File: src/rtl/calc_disp_pkg.sv
// Shared types and constants for the calculator seven-segment display driver.
// Leading-zero blanking is enabled in the top when CALC_DISP_LZ_BLANK_EN is defined.
package calc_disp_pkg;

   typedef enum logic [1:0] {
      ST_IDLE  = 2'd0,
      ST_SHIFT = 2'd1,
      ST_DONE  = 2'd2
   } state_e;

   // Active-low segment patterns, bit order {g,f,e,d,c,b,a}
   localparam logic [6:0] SEG_BLANK = 7'b1111111;
   localparam logic [6:0] SEG_DASH  = 7'b0111111;

   localparam logic [6:0] SEG_DIGITS [0:9] = '{
      7'b1000000,  // 0
      7'b1111001,  // 1
      7'b0100100,  // 2
      7'b0110000,  // 3
      7'b0011001,  // 4
      7'b0010010,  // 5
      7'b0000010,  // 6
      7'b1111000,  // 7
      7'b0000000,  // 8
      7'b0010000   // 9
   };

   // Largest value representable in ndig decimal digits (10^ndig - 1)
   function automatic logic [63:0] max_val(input int unsigned ndig);
      logic [63:0] v;
      v = 64'd1;
      for (int unsigned i = 0; i < ndig; i++) begin
         v = v * 64'd10;
      end
      return v - 64'd1;
   endfunction

endpackage

File: src/rtl/calc_display_driver_bcd_to_7seg.sv
// Combinational BCD nibble to active-low seven-segment pattern; 10-15 show blank.
module bcd_to_7seg
   import calc_disp_pkg::*;
(
   input  logic [3:0] bcd,
   output logic [6:0] seg
);

   // Digit table lookup with blank for non-decimal codes
   always_comb begin
      seg = SEG_BLANK;
      case (bcd)
         4'd0: seg = SEG_DIGITS[0];
         4'd1: seg = SEG_DIGITS[1];
         4'd2: seg = SEG_DIGITS[2];
         4'd3: seg = SEG_DIGITS[3];
         4'd4: seg = SEG_DIGITS[4];
         4'd5: seg = SEG_DIGITS[5];
         4'd6: seg = SEG_DIGITS[6];
         4'd7: seg = SEG_DIGITS[7];
         4'd8: seg = SEG_DIGITS[8];
         4'd9: seg = SEG_DIGITS[9];
         default: seg = SEG_BLANK;
      endcase
   end

endmodule

File: src/rtl/calc_display_driver.sv
// Serial double-dabble binary-to-seven-segment driver for the calculator displays.
// Define CALC_DISP_LZ_BLANK_EN to blank displays above the most-significant nonzero digit.
module calc_display_driver
   import calc_disp_pkg::*;
#(
   parameter int unsigned NDIG = 8,
   parameter int unsigned W    = 27
)
(
   input  logic             clock,
   input  logic             reset,
   input  logic [W-1:0]     digits,
   output logic [6:0]       displays [NDIG-1:0],
   output logic             busy,
   output logic             valid
);

   localparam int unsigned BW = 4 * NDIG;
   localparam int unsigned CW = (W > 1) ? $clog2(W) : 1;
   localparam logic [63:0] MAX_VAL = max_val(NDIG);

   state_e          state_q, state_d;
   logic [W-1:0]    snap_q, snap_d;
   logic [W-1:0]    bin_q, bin_d;
   logic [BW-1:0]   bcd_q, bcd_d;
   logic [CW-1:0]   cnt_q, cnt_d;
   logic            ovf_q, ovf_d;
   logic            force_q, force_d;
   logic            busy_q, busy_d;
   logic            valid_q, valid_d;
   logic [6:0]      displays_q [NDIG-1:0];
   logic [6:0]      displays_d [NDIG-1:0];

   logic [BW-1:0]   bcd_adj_c;
   logic [6:0]      seg_c [NDIG-1:0];
   logic [NDIG-1:0] blank_c;
   logic            ovf_c;

   // One decoder per digit, fed straight from the BCD register
   for (genvar g = 0; g < int'(NDIG); g++) begin : g_dec
      bcd_to_7seg u_dec (
         .bcd (bcd_q[4*g +: 4]),
         .seg (seg_c[g])
      );
   end

   // Out-of-range detection on the value being captured
   always_comb begin
      ovf_c = (64'(digits) > MAX_VAL);
   end

   // Add-3 correction on every nibble of 5 or more before the shift
   always_comb begin
      bcd_adj_c = bcd_q;
      for (int i = 0; i < int'(NDIG); i++) begin
         if (bcd_q[4*i +: 4] >= 4'd5) begin
            bcd_adj_c[4*i +: 4] = bcd_q[4*i +: 4] + 4'd3;
         end
      end
   end

`ifdef CALC_DISP_LZ_BLANK_EN
   // Blank every digit above the most-significant nonzero one; digit 0 always shown
   always_comb begin
      logic zero_run;
      zero_run = 1'b1;
      blank_c  = '0;
      for (int i = int'(NDIG) - 1; i >= 1; i--) begin
         zero_run   = zero_run & (bcd_q[4*i +: 4] == 4'd0);
         blank_c[i] = zero_run;
      end
   end
`else
   // All digits shown, leading zeros included
   always_comb begin
      blank_c = '0;
   end
`endif

   // FSM next-state and datapath updates
   always_comb begin
      state_d    = state_q;
      snap_d     = snap_q;
      bin_d      = bin_q;
      bcd_d      = bcd_q;
      cnt_d      = cnt_q;
      ovf_d      = ovf_q;
      force_d    = force_q;
      valid_d    = 1'b0;
      displays_d = displays_q;

      case (state_q)
         ST_IDLE: begin
            if ((digits != snap_q) || force_q) begin
               snap_d  = digits;
               bin_d   = digits;
               bcd_d   = '0;
               cnt_d   = '0;
               force_d = 1'b0;
               ovf_d   = ovf_c;
               state_d = ST_SHIFT;
            end
         end
         ST_SHIFT: begin
            {bcd_d, bin_d} = {bcd_adj_c, bin_q} << 1;
            cnt_d          = cnt_q + CW'(1);
            if (cnt_q == CW'(W - 1)) begin
               state_d = ST_DONE;
            end
         end
         ST_DONE: begin
            for (int i = 0; i < int'(NDIG); i++) begin
               if (ovf_q) begin
                  displays_d[i] = SEG_DASH;
               end else if (blank_c[i]) begin
                  displays_d[i] = SEG_BLANK;
               end else begin
                  displays_d[i] = seg_c[i];
               end
            end
            valid_d = 1'b1;
            state_d = ST_IDLE;
         end
         default: begin
            state_d = ST_IDLE;
         end
      endcase

      busy_d = (state_d != ST_IDLE);
   end

   // State and output registers; reset forces a redisplay
   always_ff @(posedge clock or posedge reset) begin
      if (reset) begin
         state_q <= ST_IDLE;
         snap_q  <= '0;
         bin_q   <= '0;
         bcd_q   <= '0;
         cnt_q   <= '0;
         ovf_q   <= 1'b0;
         force_q <= 1'b1;
         busy_q  <= 1'b0;
         valid_q <= 1'b0;
         for (int i = 0; i < int'(NDIG); i++) begin
            displays_q[i] <= SEG_BLANK;
         end
      end else begin
         state_q    <= state_d;
         snap_q     <= snap_d;
         bin_q      <= bin_d;
         bcd_q      <= bcd_d;
         cnt_q      <= cnt_d;
         ovf_q      <= ovf_d;
         force_q    <= force_d;
         busy_q     <= busy_d;
         valid_q    <= valid_d;
         displays_q <= displays_d;
      end
   end

   assign displays = displays_q;
   assign busy     = busy_q;
   assign valid    = valid_q;

endmodule

File: config.mk
export PLATFORM = sky130hd
export DESIGN_NAME = calc_display_driver
export DESIGN_NICKNAME = d
export VERILOG_FILES = /design/src/rtl/calc_disp_pkg.sv /design/src/rtl/calc_display_driver_bcd_to_7seg.sv /design/src/rtl/calc_display_driver.sv
export SDC_FILE = /design/constraint.sdc
export NUM_CORES = 1
export LEC_CHECK = 0
export BUFFER_PORTS_ARGS = -buffer_cell sky130_fd_sc_hd__buf_4
export CORE_MARGIN = 2
export CORE_UTILIZATION = 40
export CTS_CLUSTER_SIZE = 20
export DETAILED_ROUTE_END_ITERATION = 6
export PLACE_DENSITY_LB_ADDON = 0.12
export SLEW_MARGIN = 20
export SYNTH_ARGS = -nofsm -noshare
export SYNTH_HDL_FRONTEND = slang
export SYNTH_HIERARCHICAL = 1
export SYNTH_SLANG_ARGS = --single-unit
File: constraint.sdc
create_clock -name clock -period 3.9 [get_ports clock]
set_input_delay 0.195 -clock clock [delete_from_list [all_inputs] [get_ports clock]]
set_output_delay 0.195 -clock clock [all_outputs]
set_load 0.05 [all_outputs]
==> flow_summary_export.csv, run 1 <==
group,metric,value,unit
outcome,status,"finished, final reports clean",
routing,post_drt_wl_per_cell,15.0,um
clock_tree,cts_buffer_depth,2,
timing,fmax,0.373,GHz
worst_setup_path,cp.arrival,2980,ps
finish,n_antenna_cell,0,
clock_tree,cts_hold_buf,1,
clock_tree,cts_tree,"done",
min_path,hold_path_end,"bin_q[6]$_DFFE_PP0P_",
timing,final.setup.tns,0,ps
min_path,whs_path_depth,2,
timing,post-route-min-period,2680,ps
routing,routed_wl,20300,um
run,cap_viol_max_count,0,
timing,setup_viol,0,
global_route,grt_overflow_total,0,
worst_setup_path,cp-start-kind,"flop",
clock_tree,ctsResizeCount,0,
clock_tree,htreeDepth,4,
synth,synth_nets,1087,
synth,yosysSeqAreaShare,0.425,
clock_tree,cts_sinks,153,
power_and_ir_drop,power_density,762,nW/um2
synth,syn_area,9170,um2
worst_setup_path,path_cells,"inv_2 > nand2_4 > o21ai_0",
synth,synth_flop_cell,"dfrtp_1",
die,ioPinCount,87,
worst_setup_path,cpMaxStageDelayCell,"dfrtp_1",
finish,drive_gt1_frac,0.218,
worst_setup_path,slowest_delay,1000,ps
global_route,grt_usage,0.174,
finish,post-route-util,0.466,
die,coreArea,22600,um2
placement,port_buffers,86,
worst_setup_path,r2r_start,"state_q[0]$_DFF_PP0_",
global_route,grt_pass1_wl,34200,um
power_and_ir_drop,p_leak,4.83,nW
routing,via_per_inst,5.18,
placement,dp.cells,1321,
timing,rsz0062_at_grt,"no",
worst_setup_path,worst_setup_path_end_kind,"flop",
finish,area_growth,14.8,%
routing,first_pass_iters,6,
synth,synth_edf_count,0,
synth,async_reset_ff_frac,1.00,
global_route,grt_max_degree,114,
synth,ys_types,45,
timing,hold_violations,0,
synth,yosysWarnings,6,
timing,worst_slack,1220,ps
placement,gp_congestion,0.758,
worst_setup_path,rrSetupSlack,1220,ps
power_and_ir_drop,vdd_drop_max,0.000405,V
clock_tree,cts_buffers,17,
power_and_ir_drop,finalPower,8.02,mW
synth,syn_inst,1000,
global_route,antenna_found_initial,0,
worst_setup_path,critPathRequiredTime,4200,ps
finish,nNetsFinal,1143,
worst_setup_path,crit_family,"flip-flops",
placement,place_ws,1160,ps
finish,fillers,2242,
routing,drt.antenna.violating_nets,0,
min_path,hold_start,"digits[6]",
timing,relSlewSlack,0.305,
timing,holdWs,36.1,ps
clock_tree,path_clk_slew,70,ps
clock_tree,post_cts_buffers,0,
clock_tree,clk_latency,430,ps
die,start_util,0.406,
placement,place_hpwl,13600,um
global_route,grt_pass1_vias,6686,
worst_setup_path,cp_max_fo,113,
synth,synth_seq_cells,153,
clock_tree,root_buffer,"clkbuf_16",
routing,vias,7007,
die,die_x,155,um
placement,dpl-instance-area,9910,um2
worst_setup_path,crit_buf_inv,1,
routing,drc,0,
die,fp.dieH,155,um
die,dieArea,24100,um2
synth,syn_avg_cell_area,9.17,um2
finish,design_area,10500,um2
timing,slew_viol_final,0,
routing,drtIter0Drc,351,
worst_setup_path,crit_type,"flop to flop",
worst_setup_path,r2r_cells,3,
timing,clock_skew,13.9,ps
worst_setup_path,r2r-end,"displays[16]$_DFFE_PP1P_",
min_path,hp-class,"input port to flop",
timing,fin_crit_sh,0.687,
finish,instances_no_fill,1354,
die,rows,55,
timing,tightest_slew,1040,ps
-- worst reg2reg max path, stage by stage (launching register included) --
cell and delay (ps):
dfrtp_1 1000, inv_2 420, nand2_4 820, o21ai_0 320
-- state kept, by name, indices dropped and copies added, names as in the netlist --
signal and count:
ovf_q 1, displays 56, bin_q 27, valid 1, force_q 1, state_q 2, bcd_q 32, busy 1
cnt_q 5, snap_q 27
-- synthesized netlist by cell type (2+ instances only) --
cell type,instances,area share
nand4b_1,2,0.0019
xnor2_1,12,0.011
a22o_1,23,0.022
a22oi_1,3,0.0025
clkbuf_1,28,0.011
buf_4,2,0.0016
a21oi_2,6,0.0057
and2_1,2,0.0014
buf_2,12,0.0066
or2b_1,6,0.0049
o22ai_1,27,0.018
mux2_2,35,0.043
dfrtp_1,96,0.26
nor4_1,7,0.0048
nor2b_1,24,0.016
nor3_1,3,0.0016
xor2_1,23,0.022
ha_1,58,0.079
dfstp_2,57,0.16
nor3_4,2,0.0035
buf_1,2,0.00082
a31oi_1,8,0.0055
nor2_1,106,0.043
nand2b_1,45,0.031
a221o_1,24,0.026
o211ai_1,3,0.0025
a21oi_1,41,0.022
o21ai_0,119,0.065
nand2_1,103,0.042
mux2i_1,10,0.011
nand3_1,3,0.0016
or2_1,8,0.0055
nand4_1,8,0.0055
buf_6,14,0.017
inv_1,68,0.028
-- logic make-up after synthesis --
kind of cell	share of synthesized area
XOR/XNOR	0.0334
flip-flops	0.425
multiplexers	0.0539
AO/OA/AOI/OAI	0.174
adder cells (fa/ha/maj)	0.0792
buffers and inverters	0.0659
AND/OR/NAND/NOR	0.168
-- final cells by class --
| cell class | count | area (um2) | area share |
|---|---|---|---|
| multi-input cells | 720 | 4690 | 0.445 |
| clock inverters | 15 | 178 | 0.0169 |
| repair buffers | 95 | 716 | 0.0680 |
| well taps | 285 | 357 | 0.0339 |
| clock buffers | 17 | 425 | 0.0404 |
| inverters | 69 | 263 | 0.0250 |
| flip-flops and latches | 153 | 3900 | 0.371 |
-- worst max-delay path by stage --
stage	slack (ps)	startpoint	cells after the start	to
after floorplan	1820	reset	1	bcd_q[0]$_DFFE_PP0P_
after global placement	1240	state_q[0]$_DFF_PP0_	3	displays[50]$_DFFE_PP1P_
after detailed placement	1160	state_q[0]$_DFF_PP0_	3	displays[29]$_DFFE_PP1P_
after CTS	1160	state_q[0]$_DFF_PP0_	3	displays[29]$_DFFE_PP1P_
after global routing	880	state_q[0]$_DFF_PP0_	3	displays[16]$_DFFE_PP1P_
final	1220	state_q[0]$_DFF_PP0_	3	displays[16]$_DFFE_PP1P_
-- layer usage --
| layer | GRT usage | wire, um | share of wire | up-vias |
|---|---|---|---|---|
| met5 | 0 | 0 | 0 | - |
| met4 | 0.0393 | 197 | 0.0097 | 0 |
| met3 | 0.0309 | 814 | 0.040 | 18 |
| met2 | 0.270 | 9060 | 0.45 | 118 |
| met1 | 0.253 | 10200 | 0.50 | 3349 |
| li1 | - | - | - | 3522 |
-- layout by cell type (no fill, tap or decap), types with 7 or more instances in the layout --
| cell type | Yosys | layout |
|---|---|---|
| or2_1 | 8 | 8 |
| o21ai_0 | 119 | 119 |
| mux2_2 | 35 | 35 |
| nand2_1 | 103 | 102 |
| nand4_1 | 8 | 8 |
| nor4_1 | 7 | 7 |
| nor2_1 | 106 | 105 |
| dfrtp_1 | 96 | 95 |
| inv_6 | 0 | 7 |
| xor2_1 | 23 | 23 |
| nor2b_1 | 24 | 24 |
| o22ai_1 | 27 | 27 |
| nand2b_1 | 45 | 45 |
| a22o_1 | 23 | 23 |
| a221o_1 | 24 | 24 |
| buf_4 | 2 | 94 |
| dfstp_2 | 57 | 57 |
| inv_1 | 68 | 67 |
| ha_1 | 58 | 58 |
| clkbuf_16 | 0 | 17 |
| a31oi_1 | 8 | 7 |
| a21oi_1 | 41 | 41 |
| mux2i_1 | 10 | 10 |
| xnor2_1 | 12 | 12 |
-- power by group --
part,total (mW),internal [mW],leakage (nW),switching [mW]
sequential,2.72,2.22,1.80,0.507
combinational,3.57,1.29,2.73,2.29
clock,1.72,0.970,0.294,0.749
(Power assumes the default switching activity.)
==> run 2: changes to the inputs <==
--- a/config.mk
+++ b/config.mk
@@ -5,6 +5,7 @@
 export SDC_FILE = /design/constraint.sdc
 export NUM_CORES = 1
 export LEC_CHECK = 0
+export ABC_AREA = 1
 export BUFFER_PORTS_ARGS = -buffer_cell sky130_fd_sc_hd__buf_4
 export CORE_MARGIN = 2
 export CORE_UTILIZATION = 40
==> constraint.sdc (replaced) <==
create_clock -name clock -period 2.17 [get_ports clock]
set_input_delay 0.1085 -clock clock [delete_from_list [all_inputs] [get_ports clock]]
set_output_delay 0.1085 -clock clock [all_outputs]
set_load 0.05 [all_outputs]
==> run 2 against run 1 <==
Net effect:
- power is 15% higher
- global-route usage is 0.65 points higher
- count of clock-buffer cells in the layout up 6
- routed wire length grew 4.8%
- combinational power is 26% lower
- clock skew grew 1.4 ps
- critical path depth up 7
- via count is 15% higher
- highest routed layer unchanged
==> flow_summary_export.csv, run 2 <==
group,metric,value,unit
die,dieArea,24600,um2
synth,yosysMostFrequentCell,"nand2_1",
synth,syn_avg_cell_area,7.14,um2
global_route,grt_pass1_vias,7464,
finish,final_common_cell,"nand2_1",
timing,final.setup.tns,0,ps
timing,fin_crit_sh,0.855,
worst_setup_path,cp_max_fo,27,
synth,syn_area,9350,um2
placement,place_hpwl,14500,um
power_and_ir_drop,p_leak,5.81,nW
power_and_ir_drop,power_density,839,nW/um2
die,ioPinCount,87,
die,die_x,157,um
die,rows,55,
worst_setup_path,cp-start-kind,"flop",
finish,largest_reg_flops,56,
timing,tightest_slew,602,ps
worst_setup_path,crit_type,"flop to flop",
global_route,grt_usage,0.180,
global_route,antenna_found_initial,0,
clock_tree,post_cts_buffers,0,
global_route,grt_util_met1,0.260,
global_route,met3_usage,0.0300,
clock_tree,cts_buffers,17,
synth,async_reset_ff_frac,1.00,
finish,n_antenna_cell,0,
die,coreArea,22800,um2
timing,hold_violations,0,
global_route,grt_overflow_total,0,
timing,slew_viol_final,0,
min_path,hold_start,"digits[24]",
synth,synth_commonest_cells,"nand2_1 (407), inv_1 (147), nand3_1 (145), nor2_1 (142), dfrtp_1 (96)",
placement,gp_congestion,0.835,
clock_tree,htreeDepth,4,
clock_tree,cts_tree,"done",
timing,relSlewSlack,0.598,
clock_tree,cts_sinks,153,
routing,routed_wl,21200,um
routing,drtIter0Drc,485,
worst_setup_path,critPathRequiredTime,2470,ps
worst_setup_path,worst_setup_path_end_kind,"flop",
timing,rsz0062_at_grt,"no",
clock_tree,path_clk_slew,70,ps
die,start_util,0.410,
synth,ys_types,24,
finish,final_cell_mix,"nand2_1 (406), inv_1 (146), nand3_1 (145)",
synth,synth_nets,1396,
synth,yosysSeqAreaShare,0.417,
synth,synth_flop_cell,"dfrtp_1",
outcome,status,"finished, final reports clean",
synth,yosysWarnings,6,
die,fp.dieH,157,um
synth,yosys.area.top_type,"dfrtp_1",
timing,fmax,0.539,GHz
finish,nNetsFinal,1469,
finish,area_growth,17.2,%
worst_setup_path,crit_path_start,"snap_q[5]$_DFFE_PP0P_",
synth,synth_top_area_share,0.257,
timing,post-route-min-period,1860,ps
global_route,grt_pass1_wl,36200,um
routing,drt.antenna.violating_nets,0,
min_path,hp-class,"input port to flop",
finish,post-route-util,0.481,
global_route,grt_max_degree,106,
routing,vias,8074,
timing,setup_viol,0,
clock_tree,root_buffer,"clkbuf_16",
routing,first_pass_iters,5,
clock_tree,cts_buffer_depth,2,
synth,synth_edf_count,0,
worst_setup_path,cp.arrival,2160,ps
synth,syn_inst,1309,
timing,clock_skew,15.3,ps
placement,port_buffers,86,
power_and_ir_drop,vdd_drop_max,0.000513,V
power_and_ir_drop,finalPower,9.20,mW
run,cap_viol_max_count,0,
routing,drc,0,
synth,synth_seq_cells,153,
global_route,use_met2,0.281,
finish,drive_gt1_frac,0.154,
global_route,grt-busiest-layer,"met2",
synth,synth_area_leaders,"dfrtp_1 (26%), nand2_1 (16%), dfstp_2 (16%)",
worst_setup_path,r2r_start,"snap_q[5]$_DFFE_PP0P_",
routing,post_drt_wl_per_cell,12.4,um
routing,via_per_inst,4.73,
clock_tree,clk_latency,430,ps
run 2: area by class of cell:
class | count | area, um2
Clock inverter | 9 | 82.6
Inverter | 160 | 604
Fill cell | 2314 | 11800
Timing Repair Buffer | 104 | 873
Multi-Input combinational cell | 946 | 4590
Clock buffer | 23 | 520
Tap cell | 313 | 392
Sequential cell | 153 | 3900
run 2: power by group:
part | internal, mW | switching [mW] | leakage (nW)
clock network | 1.81 | 1.21 | 0.300
logic | 1.01 | 1.64 | 3.73
registers | 3.08 | 0.453 | 1.78
run 2: cells by family (layout without fill, tap and decap cells):
group,Yosys count,in the layout,synth area share
AOI/OAI and AO/OA,161,161,0.0901
xor gates and xnor gates,8,8,0.00749
adders and majority gates,58,58,0.0776
buffers and inverters,210,296,0.0939
DFF,153,153,0.417
and+or+nand+nor,719,719,0.314
run 2: final timing paths:
| kind | to | slack, ps | cells past startpoint |
|---|---|---|---|
| worst min-delay path | snap_q[24]$_DFFE_PP0P_ | 10 | 3 |
| worst max register to register | bin_q[16]$_DFFE_PP0P_ | 310 | 10 |
| min in group asynchronous | bin_q[24]$_DFFE_PP0P_ | 310 | 3 |
| worst min register to register | force_q$_DFFE_PP1P_ | 460 | 2 |
| max in group asynchronous | displays[23]$_DFFE_PP1P_ | 1110 | 4 |
| worst max-delay path | bin_q[16]$_DFFE_PP0P_ | 310 | 10 |
run 2: worst max-delay path, stage by stage (launching register included):
cell	delay, ps
dfrtp_1	400
nand2_1	90
nand2_1	50
nor2_1	90
nand2_1	60
nor2_1	120
nand2_1	100
o21ai_4	220
nand2_2	370
nand2_1	150
nand2_1	70
run 2: routing by layer:
| metal | vias up | share of wire |
|---|---|---|
| met5 | - | 0 |
| met4 | 0 | 0.010 |
| met3 | 18 | 0.036 |
| met2 | 138 | 0.44 |
| met1 | 3638 | 0.51 |
| li1 | 4280 | - |
run 2: repair_timing:
| action | in CTS | in global routing |
|---|---|---|
| gates resized for setup | 0 | 0 |
| hold endpoints to repair | 21 | 0 |
| hold buffers | 2 | 0 |
run 2: through the flow:
stage | cells | hold slack [ps] | area [um2] | worst slack (ps)
after global routing | 1708 | 33.1 | 11000 | 47.5
after CTS | 1708 | 0.607 | 11000 | 263
after floorplan | 1309 | 236 | 9350 | 177
after detailed placement | 1674 | 218 | 10300 | 281
after global placement | 1674 | 213 | 10300 | 343
final | 1708 | 10.6 | 11000 | 315
